File: src/rtl/pwm_ramp_ctrl.sv
// rtl/pwm_ramp_ctrl.sv - soft-start/fade sequencer for the PWM wave_length/high_time inputs
//
// Accepts a ramp command (period, target duty, step) and walks high_time
// toward the target by one step per PWM period. Outputs only change on a
// last_cycle edge, so the PWM never sees a mid-period reconfiguration.
//
// Optional feature macro: PWM_RAMP_DWELL_EN (adds cmd_dwell; RAMP steps only
// every cmd_dwell+1 periods). Default build: a step on every last_cycle.
//
// Ports:
//   clk, reset_n          clock, asynchronous active-low reset
//   cmd_valid/cmd_ready   command handshake (ready only in IDLE)
//   cmd_wave_length       new PWM period minus 1
//   cmd_target            target high_time
//   cmd_step              per-period step, 0 = jump straight to target
//   cmd_dwell             (PWM_RAMP_DWELL_EN) extra periods between steps
//   abort                 stop ramp, hold current outputs
//   last_cycle            PWM end-of-period pulse
//   wave_length/high_time to the PWM
//   busy                  not IDLE
//   done                  one-cycle pulse when high_time reaches target

module pwm_ramp_ctrl #(
    parameter int               WIDTH    = 16,
    parameter logic [WIDTH-1:0] WL_RESET = 16'hFFFF
) (
    input  logic             clk,
    input  logic             reset_n,
    input  logic             cmd_valid,
    output logic             cmd_ready,
    input  logic [WIDTH-1:0] cmd_wave_length,
    input  logic [WIDTH-1:0] cmd_target,
    input  logic [WIDTH-1:0] cmd_step,
`ifdef PWM_RAMP_DWELL_EN
    input  logic [7:0]       cmd_dwell,
`endif
    input  logic             abort,
    input  logic             last_cycle,
    output logic [WIDTH-1:0] wave_length,
    output logic [WIDTH-1:0] high_time,
    output logic             busy,
    output logic             done
);

    typedef enum logic [1:0] {
        IDLE = 2'd0,
        SYNC = 2'd1,
        RAMP = 2'd2
    } state_t;

    state_t           state;
    logic [WIDTH-1:0] lat_wl;
    logic [WIDTH-1:0] lat_tgt;
    logic [WIDTH-1:0] lat_step;

    logic [WIDTH:0]   up_sum;
    logic [WIDTH:0]   dn_lim;
    logic [WIDTH-1:0] next_ht;
    logic             reach;
    logic             step_en;

    assign cmd_ready = (state == IDLE);
    assign busy      = (state != IDLE);

    // One extra bit on both sums so saturation is decided before any wrap.
    assign up_sum = {1'b0, high_time} + {1'b0, lat_step};
    assign dn_lim = {1'b0, lat_tgt} + {1'b0, lat_step};

    always_comb begin
        next_ht = lat_tgt;
        if (lat_step != '0 && lat_tgt > high_time) begin
            if (up_sum < {1'b0, lat_tgt})
                next_ht = up_sum[WIDTH-1:0];
        end else if (lat_step != '0 && lat_tgt < high_time) begin
            if ({1'b0, high_time} >= dn_lim)
                next_ht = high_time - lat_step;
        end
    end

    assign reach = (next_ht == lat_tgt);

`ifdef PWM_RAMP_DWELL_EN
    logic [7:0] lat_dwell;
    logic [7:0] dwell_cnt;

    // Counts last_cycle pulses since the previous applied step.
    assign step_en = (dwell_cnt == lat_dwell);

    always_ff @(posedge clk or negedge reset_n) begin
        if (!reset_n) begin
            lat_dwell <= '0;
            dwell_cnt <= '0;
        end else begin
            if (state == IDLE && cmd_valid) begin
                lat_dwell <= cmd_dwell;
                dwell_cnt <= '0;
            end else if (state == SYNC && !abort && last_cycle) begin
                dwell_cnt <= '0;
            end else if (state == RAMP && !abort && last_cycle) begin
                if (step_en)
                    dwell_cnt <= '0;
                else
                    dwell_cnt <= dwell_cnt + 8'd1;
            end
        end
    end
`else
    assign step_en = 1'b1;
`endif

    always_ff @(posedge clk or negedge reset_n) begin
        if (!reset_n) begin
            state       <= IDLE;
            lat_wl      <= '0;
            lat_tgt     <= '0;
            lat_step    <= '0;
            wave_length <= WL_RESET;
            high_time   <= '0;
            done        <= 1'b0;
        end else begin
            done <= 1'b0;
            case (state)
                IDLE: begin
                    if (cmd_valid) begin
                        lat_wl   <= cmd_wave_length;
                        lat_tgt  <= cmd_target;
                        lat_step <= cmd_step;
                        state    <= SYNC;
                    end
                end
                SYNC: begin
                    // abort beats a coincident last_cycle; latched period is dropped.
                    if (abort) begin
                        state <= IDLE;
                    end else if (last_cycle) begin
                        wave_length <= lat_wl;
                        high_time   <= next_ht;
                        if (reach) begin
                            done  <= 1'b1;
                            state <= IDLE;
                        end else begin
                            state <= RAMP;
                        end
                    end
                end
                RAMP: begin
                    if (abort) begin
                        state <= IDLE;
                    end else if (last_cycle && step_en) begin
                        high_time <= next_ht;
                        if (reach) begin
                            done  <= 1'b1;
                            state <= IDLE;
                        end
                    end
                end
                default: state <= IDLE;
            endcase
        end
    end

endmodule

File: config.mk
export PLATFORM = sky130hd
export DESIGN_NAME = pwm_ramp_ctrl
export DESIGN_NICKNAME = d
export VERILOG_FILES = /design/src/rtl/pwm_ramp_ctrl.sv
export SDC_FILE = /design/constraint.sdc
export NUM_CORES = 1
export LEC_CHECK = 0
export CAP_MARGIN = 20
export CELL_PAD_IN_SITES_DETAIL_PLACEMENT = 0
export CELL_PAD_IN_SITES_GLOBAL_PLACEMENT = 1
export CORE_MARGIN = 4
export CORE_UTILIZATION = 40
export CTS_BUF_LIST = sky130_fd_sc_hd__clkbuf_8
export DETAILED_ROUTE_END_ITERATION = 6
export GPL_ROUTABILITY_DRIVEN = 0
export GPL_TIMING_DRIVEN = 0
export HOLD_SLACK_MARGIN = 0.06
export PLACE_DENSITY_LB_ADDON = 0.1
export SYNTH_ARGS = -nofsm -noshare
export SYNTH_HDL_FRONTEND = slang
export SYNTH_SLANG_ARGS = --single-unit
File: constraint.sdc
create_clock -name clk -period 12.3 [get_ports clk]
set_input_delay 3.69 -clock clk [delete_from_list [all_inputs] [get_ports clk]]
set_output_delay 3.69 -clock clk [all_outputs]
set_load 0.01 [all_outputs]
# After elaboration in Yosys (flattened, before gate mapping)
# Index checks and enable logic that the tools add are counted.
# word_totals
reg_bits	83
input_bits	53
out_inout_bits	35
wordCells	48
# op_classes
n_addsub	3
order_cmp	4
eq_ne	7
muxes	16
n_bitwise	1
reduce_logical	10
# ops
cell	count
2-to-1 mux 16 bit	4
adder 16 x 16 -> 17 bit	2
greater-or-equal comparator 16 x 17 -> 1 bit	1
less-than comparator 17 x 16 -> 1 bit	1
equality test 16 bit	1
> comparator 16 bit	1
less-than comparator 16 bit	1
nonzero test 16 bit	1
subtractor 16 bit	1
2-to-1 mux 2 bit	7
inequality test 3 bit, second input constant	3
case mux 2 bit (3 select lines)	1
AND reduction 3 bit	2
2-to-1 mux 1 bit	4
AND reduction 4 bit	1
equality test 2 x 1 -> 1 bit, second input constant	1
equality test 2 bit, second input constant	1
logical AND 1 bit	2
logical NOT 2 bit	1
inequality test 2 bit, second input constant	1
AND reduction 2 bit	1
nonzero test 2 bit	1
OR reduction 2 bit	1
inverter 1 bit	1

# Logic depth before layout (Yosys ltp)
# Gate-level depths: netlist (run 1).
# depth
word_depth	10
ltp_mapped	23
ltp_nobuf	23

# Worst setup path before layout (run 1)
# Ideal clock, no wire load.
# synth_path
path_kind	reg-to-reg
from	register high_time[0]
to	register state[0]
setup_time_ps	138
arrival_time_ps	4818
required_ps	12162
setup_slack_ps	7344
path_stages_with_launch	23
path_buffers	1
synth_period_minus_slack_ps	4956
path_cell_list	dfrtp_1 ha_1 fa_1 nor2b_1 o211ai_2 nand3_1 a41oi_2 mux2i_1 o2111a_1 inv_1 ha_1 nand4_1 or2_2 o22ai_1 nor4b_2 o311ai_2 or2_1 buf_6 o2111a_1 a2111oi_4 nand3_2 a32oi_1 o31ai_1
# synth_between
elab_chain_len	7
elab_cells_between_ends	15
classes_between	add/sub: 2; order compare: 4; eq/ne: 2; mux: 4; reduce/logical: 3
# synth_rtl
item	line_no	rtl
start, declared	40	output logic [WIDTH-1:0] high_time,
start signal, assigned	137	high_time <= next_ht;
start signal, assigned	150	high_time <= next_ht;
adder 16 x 16 -> 17 bit, or another cell as far along	66	assign up_sum = {1'b0, high_time} + {1'b0, lat_step};
less-than comparator 17 x 16 -> 1 bit, or another cell as far along	72	if (up_sum < {1'b0, lat_tgt})
2-to-1 mux 16 bit, on equally long branches	72, 74	
2-to-1 mux 16 bit *	71	if (lat_step != '0 && lat_tgt > high_time) begin
equality test 16 bit *	80	assign reach = (next_ht == lat_tgt);
inequality test 3 bit (no line) *	-	
AND reduction 4 bit (no line) *	-	
end signal, assigned	113	state <= IDLE;
end signal, assigned	128	state <= SYNC;
end signal, assigned	134	state <= IDLE;
end, declared	51	state_t state;
# Every way passes the cells marked *; elsewhere a longest branch is shown, timed or not.
# A chain may end at the register's enable or synchronous reset.

# Worst setup path in the final report (run 1)
# Same ends and word-level chain as after synthesis.

==> flow_summary_export.csv, run 1 <==
group,metric,value,unit
status,status,"complete, no violations",
synthesis,async_flop_share,100,%
worst_setup_path,r2r_cells,19,
clock_tree,clk_latency,0.36,ns
final_layout,multi_input_area,5360,um2
detailed_routing,routed.top_layer,"met4",
clock_tree,hold_buffers,0,
detailed_routing,viasPerCell,5.70,
clock_tree,ctsResizeCount,0,
detailed_routing,drcViolationCount,0,
detailed_routing,vias,7141,
job,max-cap-violations,0,
clock_tree,post_cts_buffers,0,
die,rows,51,
worst_setup_path,startpoint,"high_time[0]",
die,start_util,40.8,%
die,dieArea,22200,um2
worst_setup_path,crit_arrival,6.21,ns
detailed_routing,routed-wl-met2,11.3,mm
worst_setup_path,worst_setup_path_end_kind,"flop",
worst_setup_path,cp.required,12.53,ns
worst_hold_path,holdCritStartpoint,"lat_wl[11]",
die,fp.coreArea,19500,um2
worst_setup_path,ff2ff_setup_slack,6.32,ns
detailed_routing,wl_met3,1.45,mm
clock_tree,htreeDepth,3,
timing,fin_crit,5.98,ns
worst_setup_path,critical_path_class,"reg2reg",
global_route,grt_pass1_vias,7008,
global_route,antenna_found_initial,0,
worst_hold_path,whs_endpoint,"wave_length[11]",
detailed_routing,wl_per_cell,19.4,um
clock_tree,cts_root_buffer,"clkbuf_8",
die,die_w,149,um
synthesis,synth_fp_nets,1036,
detailed_routing,drtIter0Drc,511,
worst_setup_path,path_max_fanout,9,
final_layout,n_fill_cell,1918,
timing,worst-slew-pin-transition,0.839,ns
worst_hold_path,holdPathStages,1,
detailed_routing,wl,24.3,mm
worst_setup_path,reg2reg_to,"state[0]",
timing,grt_setup_unrepaired,"no",
clock_tree,cts_tree,"done",
worst_setup_path,start_kind,"flop",
timing,max_freq,167,MHz
detailed_routing,wl_met1,11.2,mm
clock_tree,cts_made_buffers,9,
worst_setup_path,reg2reg_from,"high_time[0]",
clock_tree,clockBufferDepth,2,
placed_design,io_buffer_count,87,
synthesis,synth_area,7930,um2
final_layout,final_net_count,1135,
global_route,grt_pass1_wl,38.5,mm
timing,fin_setup_tns,0,ns
die,die_h,149,um
timing,skew,0.0160,ns
detailed_routing,drtAntennaViolNets,0,
synthesis,synth_cell_type_count,79,
timing,slew_viol_final,0,
global_route,gr-usage-all-layers,22.2,%
synthesis,synth_edf_count,0,
global_route,grt_max_degree,58,
synthesis,syn_avg_cell_area,8.99,um2
synthesis,ys.flop_type,"dfrtp_1",
timing,setup_viol,0,
global_route,grt-ovfl-total,0,
timing,fin_crit_sh,48.6,%
final_layout,post-route-util,48.1,%
synthesis,ys_seq_area_share,26.4,%
final_layout,n_antenna_cell,0,
final_layout,area_growth,17.9,%
die,ios,88,
placed_design,hpwl,19.9,mm
timing,slew_headroom,43.6,%
final_layout,drive_above_1_share,13.0,%
synthesis,yosysWarnings,0,
final_layout,ff_latch_area,2100,um2
detailed_routing,dr.pass1.iters,5,
worst_hold_path,hold_path.class,"reg2reg",
timing,finalHoldViolations,0,
synthesis,synth-seq-cells,83,
synthesis,synthCells,883,
clock_tree,clock_sinks,83,
clock_tree,clk_pin_slew,0.10,ns
==> area by class of cell <==
cell class,count,share of cell area [%]
inverter,82,3.29
sequential,83,22.4
clock buffer,10,1.47
multi-input combinational,682,57.3
tap,265,3.55
buffer,36,1.78
timing repair buffer,88,9.58
clock inverter,6,0.575
==> sequential cells by signal, summed over array words and instances (netlist names) <==
register     cells
lat_wl          16
lat_tgt         16
state            2
high_time       16
wave_length     16
done             1
lat_step        16
==> how the worst max path moves through the flow <==
stage               slack, ns           end  depth (start not counted)
global route             5.96      state[0]                         19
finish                   6.32      state[0]                         19
detailed placement       6.35     lat_wl[0]                          5
floorplan                7.34      state[0]                         22
CTS                      6.31      state[0]                         19
global placement         4.51  high_time[1]                          1
==> stage by stage <==
stage          cell area, um2  setup WS (ns)  hold WS (ns)  instances
2_1_floorplan            7930           7.34         0.475        883
6_report                 9350           6.32         0.502       1252
5_1_grt                  9350           5.96         0.526       1252
3_3_place_gp             9140           4.51         0.484       1235
3_5_place_dp             9160           6.35         0.490       1236
4_1_cts                  9350           6.31         0.505       1252
==> worst max-delay path, cell delays in order, from the launching register on <==
cell,delay (ns)
dfrtp_1,0.45
ha_1,0.26
fa_1,0.42
nor2b_1,0.19
o211ai_2,0.35
nand3_1,0.22
a41oi_2,0.46
mux2i_1,0.25
o2111a_1,0.29
inv_1,0.06
ha_1,0.28
nand4_1,0.15
or2_2,0.35
a211oi_1,0.63
o21ai_1,0.37
o2111a_1,0.28
a2111oi_4,0.38
nand3_2,0.14
a32oi_1,0.21
o31ai_1,0.09
==> cells in the mapped netlist (all sizes together) (5+ instances only) <==
| library cell | number | area share, % |
|---|---|---|
| nor4 | 5 | 0.39 |
| o22ai | 14 | 1.1 |
| nand2 | 57 | 2.7 |
| nor3 | 18 | 1.1 |
| or4 | 7 | 0.66 |
| a221oi | 8 | 0.88 |
| mux2 | 65 | 9.2 |
| and3 | 10 | 0.79 |
| a31oi | 5 | 0.39 |
| clkbuf | 25 | 1.2 |
| nor2b | 14 | 1.1 |
| or2 | 9 | 0.71 |
| mux2i | 6 | 0.76 |
| o31ai | 12 | 1.3 |
| nand4 | 9 | 0.71 |
| a211o | 5 | 0.55 |
| inv | 81 | 3.8 |
| a21oi | 48 | 3.1 |
| ha | 97 | 15 |
| nand3 | 18 | 1.2 |
| xor2 | 10 | 1.1 |
| o21a | 8 | 0.76 |
| nand2b | 7 | 0.55 |
| o21ai | 44 | 2.8 |
| buf | 11 | 0.91 |
| dfstp | 16 | 5.3 |
| dfrtp | 67 | 21 |
| a211oi | 13 | 1.2 |
| a41oi | 6 | 0.99 |
| xnor2 | 35 | 3.9 |
| nor2 | 54 | 2.6 |
| o211ai | 6 | 0.63 |
| a311oi | 5 | 0.55 |
| a21o | 17 | 1.6 |
==> cells in the final DEF (no fill, tap or decap), types with 7 or more instances in the layout <==
cell type / count
and3_1: 10
a21o_1: 17
or2_2: 8
clkbuf_1: 25
dfrtp_1: 67
dfstp_2: 16
xnor2_1: 35
a221oi_1: 8
o21a_1: 8
o21ai_0: 43
a21oi_1: 47
clkbuf_8: 10
ha_1: 97
nand3_1: 17
clkdlybuf4s50_1: 86
o22ai_1: 14
xor2_1: 10
nor3_1: 18
mux2_2: 65
inv_1: 81
nor2_1: 54
nand2_1: 56
nor2b_1: 14
o31ai_1: 11
nand2b_1: 7
or4_1: 7
nand4_1: 9
a211oi_1: 13
==> routing by layer <==
layer | vias up | global-route usage [%]
met5 | - | 0
li1 | 3457 | -
met2 | 211 | 37.3
met3 | 30 | 3.37
met1 | 3443 | 30.5
met4 | 0 | 4.58
==> cells by family (layout without fill, tap and decap cells) <==
kind of cell | count (synthesis) | in the layout | share of synthesized area (%)
muxes | 71 | 71 | 9.98
AOI/OAI and AO/OA | 244 | 244 | 22.4
xor gates and xnor gates | 46 | 46 | 5.25
adders and majority gates | 100 | 100 | 16.1
and+or+nand+nor | 221 | 221 | 13.9
DFF | 83 | 83 | 26.4
buffers and inverters | 118 | 222 | 5.98
Power of run 1 is left out: the tool's default activity adds up to more than one toggle a clock period on the data nets, which glitch-free logic cannot reach.
==> run 2, diff against run 1 <==
clock period = 5.2 ns   (was 12.3 ns; I/O delays follow)
==> run 2 against run 1 <==
- core utilization rose by 2.6 points
- largest cell class unchanged
- worst hold slack barely moved
- final area rose by 5.3%
- count of clock-buffer cells in the layout did not move
==> flow_summary_export.csv, run 2 (synthesized netlist as in run 1, its figures left out) <==
group,metric,value,unit
status,status,"complete, no violations",
die,ios,88,
timing,worst-slew-pin-transition,0.854,ns
clock_tree,cts_root_buffer,"clkbuf_8",
global_route,grt-ovfl-total,0,
detailed_routing,vias,7218,
timing,slew_viol_final,0,
clock_tree,cts_tree,"done",
clock_tree,clockBufferDepth,2,
detailed_routing,drtIter0Drc,439,
global_route,grt_pass1_wl,38.6,mm
detailed_routing,dr.pass1.iters,5,
die,start_util,40.8,%
clock_tree,htreeDepth,3,
final_layout,drive_above_1_share,20.8,%
final_layout,n_antenna_cell,0,
worst_hold_path,holdPathStages,1,
timing,hold-worst-slack,0.503,ns
die,die_h,149,um
timing,setup_viol,0,
worst_setup_path,reg2reg_to,"state[0]",
timing,slew_headroom,42.6,%
placed_design,hpwl,19.9,mm
worst_setup_path,start_kind,"flop",
die,rows,51,
job,max-cap-violations,0,
detailed_routing,drcViolationCount,0,
worst_setup_path,cp.required,5.42,ns
timing,fin_crit,5.11,ns
die,die_w,149,um
worst_setup_path,startpoint,"high_time[8]",
timing,fin_setup_tns,0,ns
global_route,antenna_found_initial,0,
worst_setup_path,reg2reg_from,"high_time[8]",
die,dieArea,22200,um2
worst_setup_path,path_max_fanout,9,
clock_tree,clk_pin_slew,0.09,ns
global_route,grt_pass1_vias,7059,
worst_setup_path,cp-endpoint,"state[0]",
detailed_routing,wl,25.0,mm
final_layout,final_cell_mix,"ha_1 (92), clkdlybuf4s50_1 (86), inv_1 (81)",
worst_hold_path,hold_path.class,"reg2reg",
clock_tree,hold_buffers,0,
final_layout,n_fill_cell,1892,
worst_setup_path,ff2ff_setup_slack,0.09,ns
worst_setup_path,critical_path_class,"reg2reg",
final_layout,final_common_cell,"ha_1",
timing,max_freq,196,MHz
global_route,grt_max_degree,58,
final_layout,final_net_count,1167,
final_layout,area_growth,24.2,%
detailed_routing,wl_per_cell,19.5,um
placed_design,io_buffer_count,87,
worst_setup_path,r2r_cells,21,
final_layout,ff_latch_area,2120,um2
timing,skew,0.0166,ns
worst_setup_path,worst_setup_path_end_kind,"flop",
detailed_routing,drtAntennaViolNets,0,
clock_tree,clock_sinks,83,
clock_tree,clk_latency,0.36,ns
die,fp.coreArea,19500,um2
timing,finalHoldViolations,0,
final_layout,multi_input_area,5590,um2
clock_tree,cts_made_buffers,9,
timing,fin_crit_sh,98.2,%
worst_setup_path,crit_arrival,5.33,ns
global_route,gr-usage-all-layers,22.3,%
detailed_routing,viasPerCell,5.62,
run 2: changes by cell type in the layout (fill, tap and decap cells not counted), moves of 3 or more:
cell,previous run,this run
a221oi_1,8,5
a21oi_1,47,44
dfrtp_1,67,51
ha_1,97,92
clkbuf_1,25,22
nor2_1,54,49
dfrtp_2,0,16
a21oi_2,1,4
ha_2,0,3
buf_4,2,33
nor2_2,0,5
run 2: through the flow:
stage	worst slack (ns)	area, um2	cells	util (%)
detailed placement	-0.729	9160	1236	47.1
global route	-0.0813	9850	1284	50.6
finish	0.0910	9850	1284	50.6
global placement	-0.768	9140	1235	46.9
CTS	0.00794	9500	1266	48.8
floorplan	0.244	7930	883	-
run 2: critical path: stages (launching register included):
cell and delay [ns]:
dfrtp_1 0.49, ha_1 0.39, inv_1 0.14, a221oi_2 0.36, o31ai_2 0.14, a41oi_4 0.29
o311ai_2 0.14, xnor2_1 0.30, inv_1 0.11, ha_2 0.28, nand4_1 0.15, or2_4 0.15
o22ai_1 0.10, nor4b_4 0.32, o311ai_4 0.17, or2_1 0.25, buf_6 0.14, o2111a_1 0.26
a2111oi_4 0.36, nand3_2 0.14, a32oi_1 0.20, o31ai_1 0.09
run 2: repair_timing:
action                     CTS  global route
resized for setup           14            54
cloned                       0             0
pin swaps                   10            28
setup endpoints to repair   19            16
buffers inserted            14            18
run 2: worst min path at each step:
stage	from	to
2_1_floorplan	lat_wl[0]	lat_wl[0]
3_3_place_gp	lat_wl[3]	wave_length[3]
3_5_place_dp	lat_wl[1]	lat_wl[1]
4_1_cts	lat_wl[11]	wave_length[11]
5_1_grt	lat_wl[5]	wave_length[5]
6_report	lat_wl[11]	wave_length[11]
run 2: layer usage:
| metal | up-vias | share of wire (%) | global-route usage (%) |
|---|---|---|---|
| met3 | 22 | 5.0 | 3.04 |
| met1 | 3484 | 46 | 30.7 |
| met2 | 197 | 47 | 37.3 |
| met4 | 0 | 1.7 | 5.35 |
| li1 | 3515 | - | - |
| met5 | - | 0 | 0 |
run 2: area by class of cell:
class,instances,area share [%]
buffer,36,1.78
clock buffer,10,1.40
clock inverter,6,0.546
inverter,82,3.12
multi-input combinational,682,56.7
sequential,83,21.5
tap,265,3.37
timing repair buffer,120,11.6
Power of run 2 is left out for the same reason.
==> run 3, diff against run 2 <==
GPL_TIMING_DRIVEN = not set   (was 0)
==> run 3 against run 2 <==
- flip-flop and latch count stayed put
- die area stayed put
- core utilization is 0.58 points lower
- maximum frequency is 5.3% higher
- final cell count hardly changed
- register-to-register slack better by 0.26 ns
- sequential share of layout area is 0.069 points higher
- critical path depth stayed put
- non-clock buffer count is 1 lower
- highest routed layer unchanged
==> flow_summary_export.csv, run 3 (synthesized netlist as in run 1, its figures left out) <==
group,metric,value,unit
timing,fin_crit,4.85,ns
clock_tree,cts_made_buffers,9,
timing,fin_setup_tns,0,ns
job,max-cap-violations,0,
worst_setup_path,path_delay_family,"compound AO/OA/AOI/OAI gates",
worst_hold_path,hold_path.class,"reg2reg",
worst_setup_path,path_buf_inv,2,
worst_setup_path,crit_slowest_cell,"dfrtp_2",
timing,worst-slew-pin-transition,0.879,ns
worst_setup_path,path_cells,"inv_1, ha_1, nand2b_1, a211o_1, nand2_2, a41oi_4, o311ai_2, xnor2_1, inv_1, ha_1, nor2_1, o41ai_1, a211o_1, nor4b_2, o311ai_2, or2_1, o22a_1, a221oi_2, nand3_2, a32oi_2, o31ai_1",
detailed_routing,wl,25.0,mm
status,status,"complete, no violations",
detailed_routing,viasPerCell,5.64,
clock_tree,clockBufferDepth,2,
placed_design,place_area,9410,um2
worst_setup_path,worst_setup_path_end_kind,"flop",
die,die_w,149,um
detailed_routing,drcViolationCount,0,
global_route,grt_max_degree,52,
worst_setup_path,cp_slowest_stage_delay,0.46,ns
die,dieArea,22200,um2
timing,skew,0.0146,ns
worst_setup_path,critical_path_class,"reg2reg",
die,ios,88,
final_layout,final_net_count,1166,
die,fp.coreArea,19500,um2
global_route,gr-usage-all-layers,22.6,%
die,die_h,149,um
clock_tree,clk_pin_slew,0.09,ns
worst_setup_path,crit_arrival,5.09,ns
timing,fin_crit_sh,93.3,%
final_layout,n_antenna_cell,0,
clock_tree,hold_buffers,0,
worst_setup_path,path_max_fanout,7,
worst_setup_path,r2r_cells,21,
clock_tree,clock_sinks,83,
worst_setup_path,ff2ff_setup_slack,0.35,ns
clock_tree,htreeDepth,3,
clock_tree,cts_tree,"done",
timing,finalHoldViolations,0,
detailed_routing,vias,7238,
worst_setup_path,startpoint,"lat_step[1]",
placed_design,post-place-ws,0.0994,ns
final_layout,fin_area,9740,um2
detailed_routing,wl_per_cell,19.5,um
detailed_routing,routed.top_layer,"met4",
final_layout,drive_above_1_share,20.0,%
worst_setup_path,reg2reg_to,"state[0]",
clock_tree,cts_root_buffer,"clkbuf_8",
global_route,grt_pass1_wl,39.0,mm
detailed_routing,drtAntennaViolNets,0,
detailed_routing,wl_met1,11.7,mm
detailed_routing,wl_met3,1.67,mm
detailed_routing,dr.pass1.iters,5,
final_layout,area_growth,22.8,%
global_route,grt_pass1_vias,6968,
placed_design,io_buffer_count,87,
worst_setup_path,cp.required,5.44,ns
timing,setup_slack,0.349,ns
worst_setup_path,start_kind,"flop",
timing,setup_viol,0,
worst_setup_path,reg2reg_from,"lat_step[1]",
placed_design,hpwl,20.5,mm
detailed_routing,routed-wl-met2,11.1,mm
final_layout,final_common_cell,"ha_1",
global_route,grt-ovfl-total,0,
clock_tree,clk_latency,0.36,ns
final_layout,post-route-util,50.0,%
timing,slew_viol_final,0,
die,rows,51,
timing,slew_headroom,41.4,%
detailed_routing,drtIter0Drc,547,
global_route,antenna_found_initial,0,
die,start_util,40.8,%
final_layout,final_cell_mix,"ha_1 (96), clkdlybuf4s50_1 (86), inv_1 (82)",
worst_setup_path,cp-endpoint,"state[0]",
worst_setup_path,cp.depth,21,
timing,max_freq,206,MHz
==> run 3: worst min path at each step <==
stage	from	end	slack, ns	depth (start not counted)
floorplan	lat_wl[0]	lat_wl[0]	0.48	1
global placement	lat_wl[2]	wave_length[2]	0.48	1
detailed placement	lat_wl[3]	wave_length[3]	0.49	1
CTS	lat_wl[7]	wave_length[7]	0.51	1
global route	lat_wl[2]	lat_wl[2]	0.52	1
finish	lat_wl[7]	wave_length[7]	0.50	1
==> run 3: layout make-up <==
type | instances | area [um2]
inverter | 82 | 308
sequential | 83 | 2100
fill | 1848 | 9720
clock buffer | 9 | 124
multi-input combinational | 682 | 5440
tap | 265 | 332
timing repair buffer | 155 | 1380
clock inverter | 7 | 53.8
==> run 3: metrics by stage <==
stage | hold slack (ns) | instances
2_1_floorplan | 0.475 | 883
3_3_place_gp | 0.482 | 1258
3_5_place_dp | 0.487 | 1258
4_1_cts | 0.509 | 1274
5_1_grt | 0.524 | 1283
6_report | 0.504 | 1283
==> run 3: what timing repair did <==
action	4_1_cts	5_1_grt
resized for setup	0	18
buffers inserted	0	9
endpoints found under the setup margin	0	5
==> run 3: per-layer routing <==
metal | global-route usage (%) | vias up
met2 | 35.3 | 242
met5 | 0 | -
met3 | 3.40 | 32
met4 | 6.45 | 0
met1 | 32.6 | 3448
li1 | - | 3516
Power of run 3 is left out for the same reason.
